<file path="config.mk">
export PLATFORM = sky130hd
export DESIGN_NAME = mult_seq_flat
export DESIGN_NICKNAME = d
export VERILOG_FILES = /design/src/rtl/mult_seq_if.sv /design/src/rtl/mult_seq.sv /design/src/flat_wrapper.sv
export SDC_FILE = /design/constraint.sdc
export NUM_CORES = 1
export LEC_CHECK = 0
export BUFFER_PORTS_ARGS = -buffer_cell sky130_fd_sc_hd__buf_2
export CELL_PAD_IN_SITES_DETAIL_PLACEMENT = 0
export CELL_PAD_IN_SITES_GLOBAL_PLACEMENT = 1
export CORE_ASPECT_RATIO = 1.75
export CORE_MARGIN = 3
export CORE_UTILIZATION = 46
export DETAILED_ROUTE_END_ITERATION = 10
export PLACE_DENSITY = 0.93
export SETUP_SLACK_MARGIN = 0.2
export SYNTH_ARGS = -nofsm -noshare
export SYNTH_HDL_FRONTEND = slang
export SYNTH_SLANG_ARGS = --single-unit
</file>
<file path="constraint.sdc">
create_clock -name clock -period 3.6 [get_ports clock]
set_input_delay 0.18 -clock clock [delete_from_list [all_inputs] [get_ports clock]]
set_output_delay 0.18 -clock clock [all_outputs]
set_load 0.005 [all_outputs]
</file>
<file path="src/rtl/mult_seq_if.sv">
`default_nettype none
// ============================================================================
//  Module      : mult_seq_if
//  Description : Request/response bundle for the mult_seq Booth multiplier.
//                master = requester (decode stage), slave = multiplier.
//  Signals     : start, multiplicand, multiplier   (master -> slave)
//                busy, result_rdy, result, overflow (slave -> master)
//                result_hi (slave -> master, only with MULT_SEQ_HI_EN)
//  Macro       : MULT_SEQ_HI_EN adds result_hi.
//  Revision    : 1.0 - initial release
// ============================================================================
interface mult_seq_if #(
    parameter int WIDTH = 32
);
    logic             start;
    logic [WIDTH-1:0] multiplicand;
    logic [WIDTH-1:0] multiplier;
    logic             busy;
    logic             result_rdy;
    logic [WIDTH-1:0] result;
    logic             overflow;
`ifdef MULT_SEQ_HI_EN
    logic [WIDTH-1:0] result_hi;

    modport master (
        output start, multiplicand, multiplier,
        input  busy, result_rdy, result, overflow, result_hi
    );
    modport slave (
        input  start, multiplicand, multiplier,
        output busy, result_rdy, result, overflow, result_hi
    );
`else
    modport master (
        output start, multiplicand, multiplier,
        input  busy, result_rdy, result, overflow
    );
    modport slave (
        input  start, multiplicand, multiplier,
        output busy, result_rdy, result, overflow
    );
`endif
endinterface
`default_nettype wire

</file>
<file path="src/rtl/mult_seq.sv">
`default_nettype none
// ============================================================================
//  Module      : mult_seq
//  Description : Multi-cycle signed radix-2 Booth multiplier. One add,
//                subtract or skip per cycle followed by an arithmetic right
//                shift of {acc, q, q_1}. Returns the low product word, a
//                one-cycle ready pulse and a signed-overflow flag.
//  Ports       : clock      - system clock, rising edge
//                reset_n    - asynchronous assert, active-low reset
//                bus        - mult_seq_if.slave (start, operands, busy,
//                             result_rdy, result, overflow[, result_hi])
//  Parameters  : WIDTH (even, >= 4), CNT_W (2**CNT_W > WIDTH)
//  Macro       : MULT_SEQ_HI_EN - adds result_hi, the upper product word.
//  Revision    : 1.0 - initial release
// ============================================================================
module mult_seq #(
    parameter int WIDTH = 32,
    parameter int CNT_W = 6
) (
    input  logic      clock,
    input  logic      reset_n,
    mult_seq_if.slave bus
);

    typedef enum logic [1:0] {
        S_IDLE = 2'd0,
        S_RUN  = 2'd1,
        S_DONE = 2'd2
    } state_e;

    state_e             state_q, state_d;
    logic [WIDTH-1:0]   mcand_q, mcand_d;
    logic [WIDTH-1:0]   acc_q, acc_d;
    logic [WIDTH-1:0]   q_q, q_d;
    logic               q1_q, q1_d;
    logic [CNT_W-1:0]   cnt_q, cnt_d;
    logic [WIDTH-1:0]   result_q, result_d;
    logic               overflow_q, overflow_d;
    logic               rdy_q, rdy_d;
`ifdef MULT_SEQ_HI_EN
    logic [WIDTH-1:0]   result_hi_q, result_hi_d;
`endif

    // One extra bit keeps the true sign of acc +/- mcand, which is what the
    // arithmetic shift must replicate (matters for the most-negative mcand).
    logic [WIDTH:0]     acc_ext;
    logic [WIDTH:0]     mcand_ext;
    logic [WIDTH:0]     booth_sum;

    always_comb begin
        acc_ext   = {acc_q[WIDTH-1], acc_q};
        mcand_ext = {mcand_q[WIDTH-1], mcand_q};
        unique case ({q_q[0], q1_q})
            2'b01:   booth_sum = acc_ext + mcand_ext;
            2'b10:   booth_sum = acc_ext + ~mcand_ext + {{WIDTH{1'b0}}, 1'b1};
            default: booth_sum = acc_ext;
        endcase
    end

    always_comb begin
        state_d    = state_q;
        mcand_d    = mcand_q;
        acc_d      = acc_q;
        q_d        = q_q;
        q1_d       = q1_q;
        cnt_d      = cnt_q;
        result_d   = result_q;
        overflow_d = overflow_q;
        rdy_d      = 1'b0;
`ifdef MULT_SEQ_HI_EN
        result_hi_d = result_hi_q;
`endif
        unique case (state_q)
            S_IDLE: begin
                // rdy_q marks the pulse cycle; a start seen there is dropped.
                if (bus.start && !rdy_q) begin
                    mcand_d = bus.multiplicand;
                    acc_d   = '0;
                    q_d     = bus.multiplier;
                    q1_d    = 1'b0;
                    cnt_d   = '0;
                    state_d = S_RUN;
                end
            end
            S_RUN: begin
                acc_d = booth_sum[WIDTH:1];
                q_d   = {booth_sum[0], q_q[WIDTH-1:1]};
                q1_d  = q_q[0];
                cnt_d = cnt_q + CNT_W'(1);
                if (cnt_q == CNT_W'(WIDTH - 1)) begin
                    state_d = S_DONE;
                end
            end
            S_DONE: begin
                result_d   = q_q;
                // Product fits in WIDTH signed bits only if acc is pure sign
                // extension of the low word.
                overflow_d = (acc_q != {WIDTH{q_q[WIDTH-1]}});
                rdy_d      = 1'b1;
`ifdef MULT_SEQ_HI_EN
                result_hi_d = acc_q;
`endif
                state_d    = S_IDLE;
            end
            default: state_d = S_IDLE;
        endcase
    end

    always_ff @(posedge clock or negedge reset_n) begin
        if (!reset_n) begin
            state_q    <= S_IDLE;
            mcand_q    <= '0;
            acc_q      <= '0;
            q_q        <= '0;
            q1_q       <= 1'b0;
            cnt_q      <= '0;
            result_q   <= '0;
            overflow_q <= 1'b0;
            rdy_q      <= 1'b0;
`ifdef MULT_SEQ_HI_EN
            result_hi_q <= '0;
`endif
        end else begin
            state_q    <= state_d;
            mcand_q    <= mcand_d;
            acc_q      <= acc_d;
            q_q        <= q_d;
            q1_q       <= q1_d;
            cnt_q      <= cnt_d;
            result_q   <= result_d;
            overflow_q <= overflow_d;
            rdy_q      <= rdy_d;
`ifdef MULT_SEQ_HI_EN
            result_hi_q <= result_hi_d;
`endif
        end
    end

    // busy also covers the pulse cycle so the requester sees the unit as
    // unavailable whenever a start would be ignored.
    assign bus.busy       = (state_q != S_IDLE) || rdy_q;
    assign bus.result_rdy = rdy_q;
    assign bus.result     = result_q;
    assign bus.overflow   = overflow_q;
`ifdef MULT_SEQ_HI_EN
    assign bus.result_hi  = result_hi_q;
`endif

endmodule
`default_nettype wire
</file>
<file path="src/flat_wrapper.sv">
// flat-port wrapper written by rule: the top's interface ports become plain ports
module mult_seq_flat 
#(
    parameter int WIDTH = 32,
    parameter int CNT_W = 6
)
  (clock, reset_n, bus_start, bus_multiplicand, bus_multiplier, bus_busy, bus_result_rdy, bus_result, bus_overflow);
  mult_seq_if #(.WIDTH(WIDTH)) bus_i ();
  input  logic clock;
  input  logic reset_n;
  input wire logic [$bits(bus_i.start)-1:0] bus_start;
  input wire logic [$bits(bus_i.multiplicand)-1:0] bus_multiplicand;
  input wire logic [$bits(bus_i.multiplier)-1:0] bus_multiplier;
  output wire logic [$bits(bus_i.busy)-1:0] bus_busy;
  output wire logic [$bits(bus_i.result_rdy)-1:0] bus_result_rdy;
  output wire logic [$bits(bus_i.result)-1:0] bus_result;
  output wire logic [$bits(bus_i.overflow)-1:0] bus_overflow;
  assign bus_i.start = bus_start;
  assign bus_i.multiplicand = bus_multiplicand;
  assign bus_i.multiplier = bus_multiplier;
  assign bus_busy = bus_i.busy;
  assign bus_result_rdy = bus_i.result_rdy;
  assign bus_result = bus_i.result;
  assign bus_overflow = bus_i.overflow;
  mult_seq #(.WIDTH(WIDTH), .CNT_W(CNT_W)) u_core (.clock(clock), .reset_n(reset_n), .bus(bus_i));
endmodule
</file>
# After elaboration in Yosys (flattened, before gate mapping)
# Cells that the tools add are included.
# Widths: inputs -> output; s select.
# totals
out_inout_bits	35
memories	0
latch_bits	0
elab_cells	47
register_bits	139
mem_bits_ro	0
inputBits	67
ramBits	0
# classes
addsub	4
n_mul	0
shift	0
n_mux	13
div_mod_pow	0
n_lt_le_gt_ge	0
n_reduce_logical	10
bitwise	1
n_eq_ne	9
# op_table
operator	count
$pmux 32 s2	2
$pmux 33 s2	1
$mux 32	2
$add 32x32->33	1
$add 33x1->33 const B	1
$add 33x33->33	1
$not 33->33	1
$ne 32x32->1	1
$pmux 6 s2	1
$add 6x1->6 const B	1
$eq 6x5->1 const B	1
$mux 6	1
$reduce_and 2->1	3
$eq 2x1->1 const B	2
$eq 2x2->1 const B	2
$mux 2	2
$ne 2x1->1 const B	2
$pmux 2 s2	1
$reduce_bool 2->1	2
$ne 3x3->1 const B	1
$reduce_and 3->1	1
$logic_not 2->1	1
$mux 1	2
$pmux 1 s2	1
other kinds (3)	3

# Longest topological paths before layout
# depth
depth_word	5
depth_mapped	12
mapped_depth_nobuf	12

# Least setup slack after synthesis
# No wires, ideal clock.
# synth_timing
path_kind	register to register
from	register u_core.acc_q[0]
to	register u_core.acc_q[29]
required_time_ps	3474
arrival_time_ps	2840
stages_incl_launch_ff	12
setup_time_ps	126
path_buffers	0
slack_ps	634
synth_period_minus_slack_ps	2966
path_cell_list	dfrtp_1 inv_1 ha_1 fa_1 nor2b_1 o31ai_1 a21o_1 o21ai_0 a21oi_1 nor4_1 o311ai_0 a221o_1
# synth_between
elab_chain_cells	4
elab_cells_between_ends	5
cone_classes	3 x add/sub; 2 x mux
# synth_lines
item	line_no	source
start: declaration	mult_seq.sv:33	logic [WIDTH-1:0] acc_q, acc_d;
start signal: assignment	mult_seq.sv:113	acc_q <= '0;
start signal: assignment	mult_seq.sv:126	acc_q <= acc_d;
$add 33x33->33	mult_seq.sv:55	2'b10: booth_sum = acc_ext + ~mcand_ext + {{WIDTH{1'b0}}, 1'b1};
$add 33x1->33	mult_seq.sv:55	
$pmux 33 s2 (*)	mult_seq.sv:53	unique case ({q_q[0], q1_q})
$pmux 32 s2 (*)	mult_seq.sv:73	unique case (state_q)
# Every way passes the cells marked *; elsewhere a longest branch is shown, timed or not.
# A chain may end at the register's enable or synchronous reset.

# Final worst setup path
# layout_timing
from	register u_core.acc_q[15]
to	register u_core.acc_q[26]
# The elaborated chain is that of the path after synthesis.

==> reports/qor.yml <==
status: "completed"
drt-vias-per-instance: 6.09
ys.flop_type: "dfrtp_1"
p_leak_nw: 5.33
cts_tree: "done"
drc: 0
drt_iter0_markers: 575
synth_seq_area_share: 0.354
clkTransAtPathRegs_ps: 60
min_to: "u_core.mcand_q[0]"
ir_drop_v: 0.000610
cts_sinks: 139
die_y_um: 199
placed_cells: 1429
fillers: 1929
postSynthCellCount: 1109
ios: 102
r2r-start: "u_core.acc_q[15]"
hold_depth: 2
h-tree-depth: 4
clockBufferDepth: 2
ys_ff_latch: 139
setup_viol: 0
finalMaxSlewViolations: 0
grt_max_degree: 92
stdcell_area_um2: 11600
yosysWarnings: 0
post-cts-setup-buffers: 0
fin_setup_tns_ps: 0
ff_latch_area_um2: 3480
timing.rr.end: "u_core.acc_q[26]"
clock_latency_ps: 450
drive_gt1_frac: 0.205
finalHoldViolCount: 0
grt_overflow: 0
gp_congestion: 0.977
dp_slack_ps: 280
start_util: 0.470
root_buffer: "clkbuf_16"
maxCapViolCount: 0
dp_hpwl_um: 21400
rows: 70
syn-num-nets: 1245
crit_arrival_ps: 3600
p_per_area_nw_per_um2: 942
grt_antenna_before_repair: 0
avgSynthCellArea_um2: 8.87
track_usage: 0.261
cts-buffers-inserted: 17
grt_pass1_vias: 9309
skew_ps: 17.0
hold_start: "bus_multiplicand[0]"
slew_headroom: 0.367
rsz0062_at_grt: "yes"
crit_path_start_kind: "flip-flop"
vias: 9080
antenna_cells: 0
fmax_mhz: 309
critPathRequiredTime_ps: 3960
dieArea_um2: 23200
multi_input_area_um2: 5890
finalHoldWorstSlack_ps: 11.0
synth-edff-count: 0
final_cells: 1492
wl_per_cell_um: 19.7
first_pass_iters: 5
core_um2: 20900
portBuffers: 101
ys_types: 69
layout_min_cycle_time_ps: 3240
nets: 1364
area_delta_synth_final_pct: 18.3
setup_slack_ps: 363
reg2reg_depth: 10
antenna_left: 0
grt_first_pass_wirelength_um: 47300
end_kind: "flip-flop"
die_w_um: 117
routed_wl_um: 29400
hp-class: "in -> reg"
syn_area_um2: 9840
finalCritPeriodShare: 0.899
crit_type: "reg -> reg"
worstMarginPinSlew_ps: 949
r2r_slack_ps: 360
worstPathMaxFanout: 6
synthArstFlopShare: 1.00
placedInstanceArea_um2: 10700
-- placed cells by master (no fill, tap or decap), types with 22 or more instances in the layout --
cell type / count
a21oi_1: 61
buf_2: 100
buf_4: 35
dfrtp_1: 139
dlygate4sd3_1: 32
ha_1: 64
inv_1: 67
mux2_2: 64
mux2i_1: 35
nand2_1: 91
nand3_1: 43
nor2_1: 54
nor3_1: 22
o21ai_0: 117
xnor2_1: 34
-- final cells by class --
cell class | count | area share
timing repair buffer | 168 | 0.0941
multi-input combinational | 831 | 0.506
clock buffer | 21 | 0.0404
clock inverter | 10 | 0.00989
sequential | 139 | 0.299
tap | 252 | 0.0271
inverter | 71 | 0.0232
-- state kept, by name (all words and copies together) (netlist names) --
signal / cells
u_core.bus.result: 32
u_core.bus.overflow: 1
u_core.mcand_q: 32
u_core.cnt_q: 6
u_core.q1_q: 1
u_core.bus.result_rdy: 1
u_core.state_q: 2
u_core.q_q: 32
u_core.acc_q: 32
-- what timing repair did --
| item | in CTS | in global routing |
|---|---|---|
| hold buffers | 32 | 0 |
| endpoints found under the hold margin | 120 | 0 |
| gates resized for setup | 0 | 12 |
| setup endpoints to repair | 0 | 10 |
-- synthesized netlist by cell type (all sizes together) (12+ instances only) --
library cell  number  area share
clkbuf            52       0.020
nand2             92       0.035
a21oi             61       0.031
xor2              14       0.012
ha                67       0.085
buf               16      0.0066
mux2i             35       0.036
a31oi             20       0.013
nor2b             13      0.0083
dfrtp            139        0.35
o21ai            120       0.061
nor4              14      0.0089
o31ai             16       0.013
nand3             43       0.022
nor2              54       0.021
xnor2             34       0.030
o21bai            12      0.0092
nor3              22       0.011
mux2              64       0.073
inv               67       0.026
a21o              17       0.013
-- cell families after synthesis --
family          Yosys count  share of synthesized area
compound gates          329                      0.212
simple gates            286                      0.140
buf+inv                 139                     0.0537
flops                   139                      0.354
mux                      99                      0.109
fa+ha+maj                69                     0.0893
xor+xnor                 48                     0.0427
-- worst max path at each step --
stage	slack, ps	start	endpoint
6_report	360	u_core.acc_q[15]	u_core.acc_q[26]
2_1_floorplan	630	u_core.acc_q[0]	u_core.acc_q[29]
4_1_cts	250	u_core.acc_q[22]	u_core.acc_q[28]
3_5_place_dp	280	u_core.acc_q[22]	u_core.acc_q[28]
3_3_place_gp	260	u_core.acc_q[22]	u_core.acc_q[30]
5_1_grt	200	u_core.acc_q[0]	u_core.acc_q[29]
-- metal layers --
metal,share of wire,wire (µm),track usage,up-vias
li1,-,-,-,4236
met1,0.36,10500,0.279,4385
met2,0.53,15500,0.463,343
met3,0.054,1590,0.0461,116
met4,0.063,1870,0.167,0
met5,0,0,0,-
-- power breakdown --
group / switching, mW / total, mW / internal [mW]
registers: 0.569 / 2.61 / 2.04
logic: 3.95 / 6.57 / 2.62
clock network: 0.710 / 1.78 / 1.07
-- metrics by stage --
| stage | utilization | total power, mW |
|---|---|---|
| finish | 0.556 | 11.0 |
| detailed placement | 0.510 | 8.96 |
| global placement | 0.510 | 8.85 |
| CTS | 0.554 | 10.8 |
| global route | 0.556 | 11.8 |
| floorplan | - | 7.09 |
-- worst max-delay path: stages (launching register included) --
cell and delay (ps):
dfrtp_1 470, ha_1 350, or4_4 580, or4_1 430, a31oi_1 170, a41o_2 200, o31ai_2 120, a2111oi_2 430
o21ai_1 130, o211a_1 150, o211ai_2 150
Power figures use the tool's default switching activity.
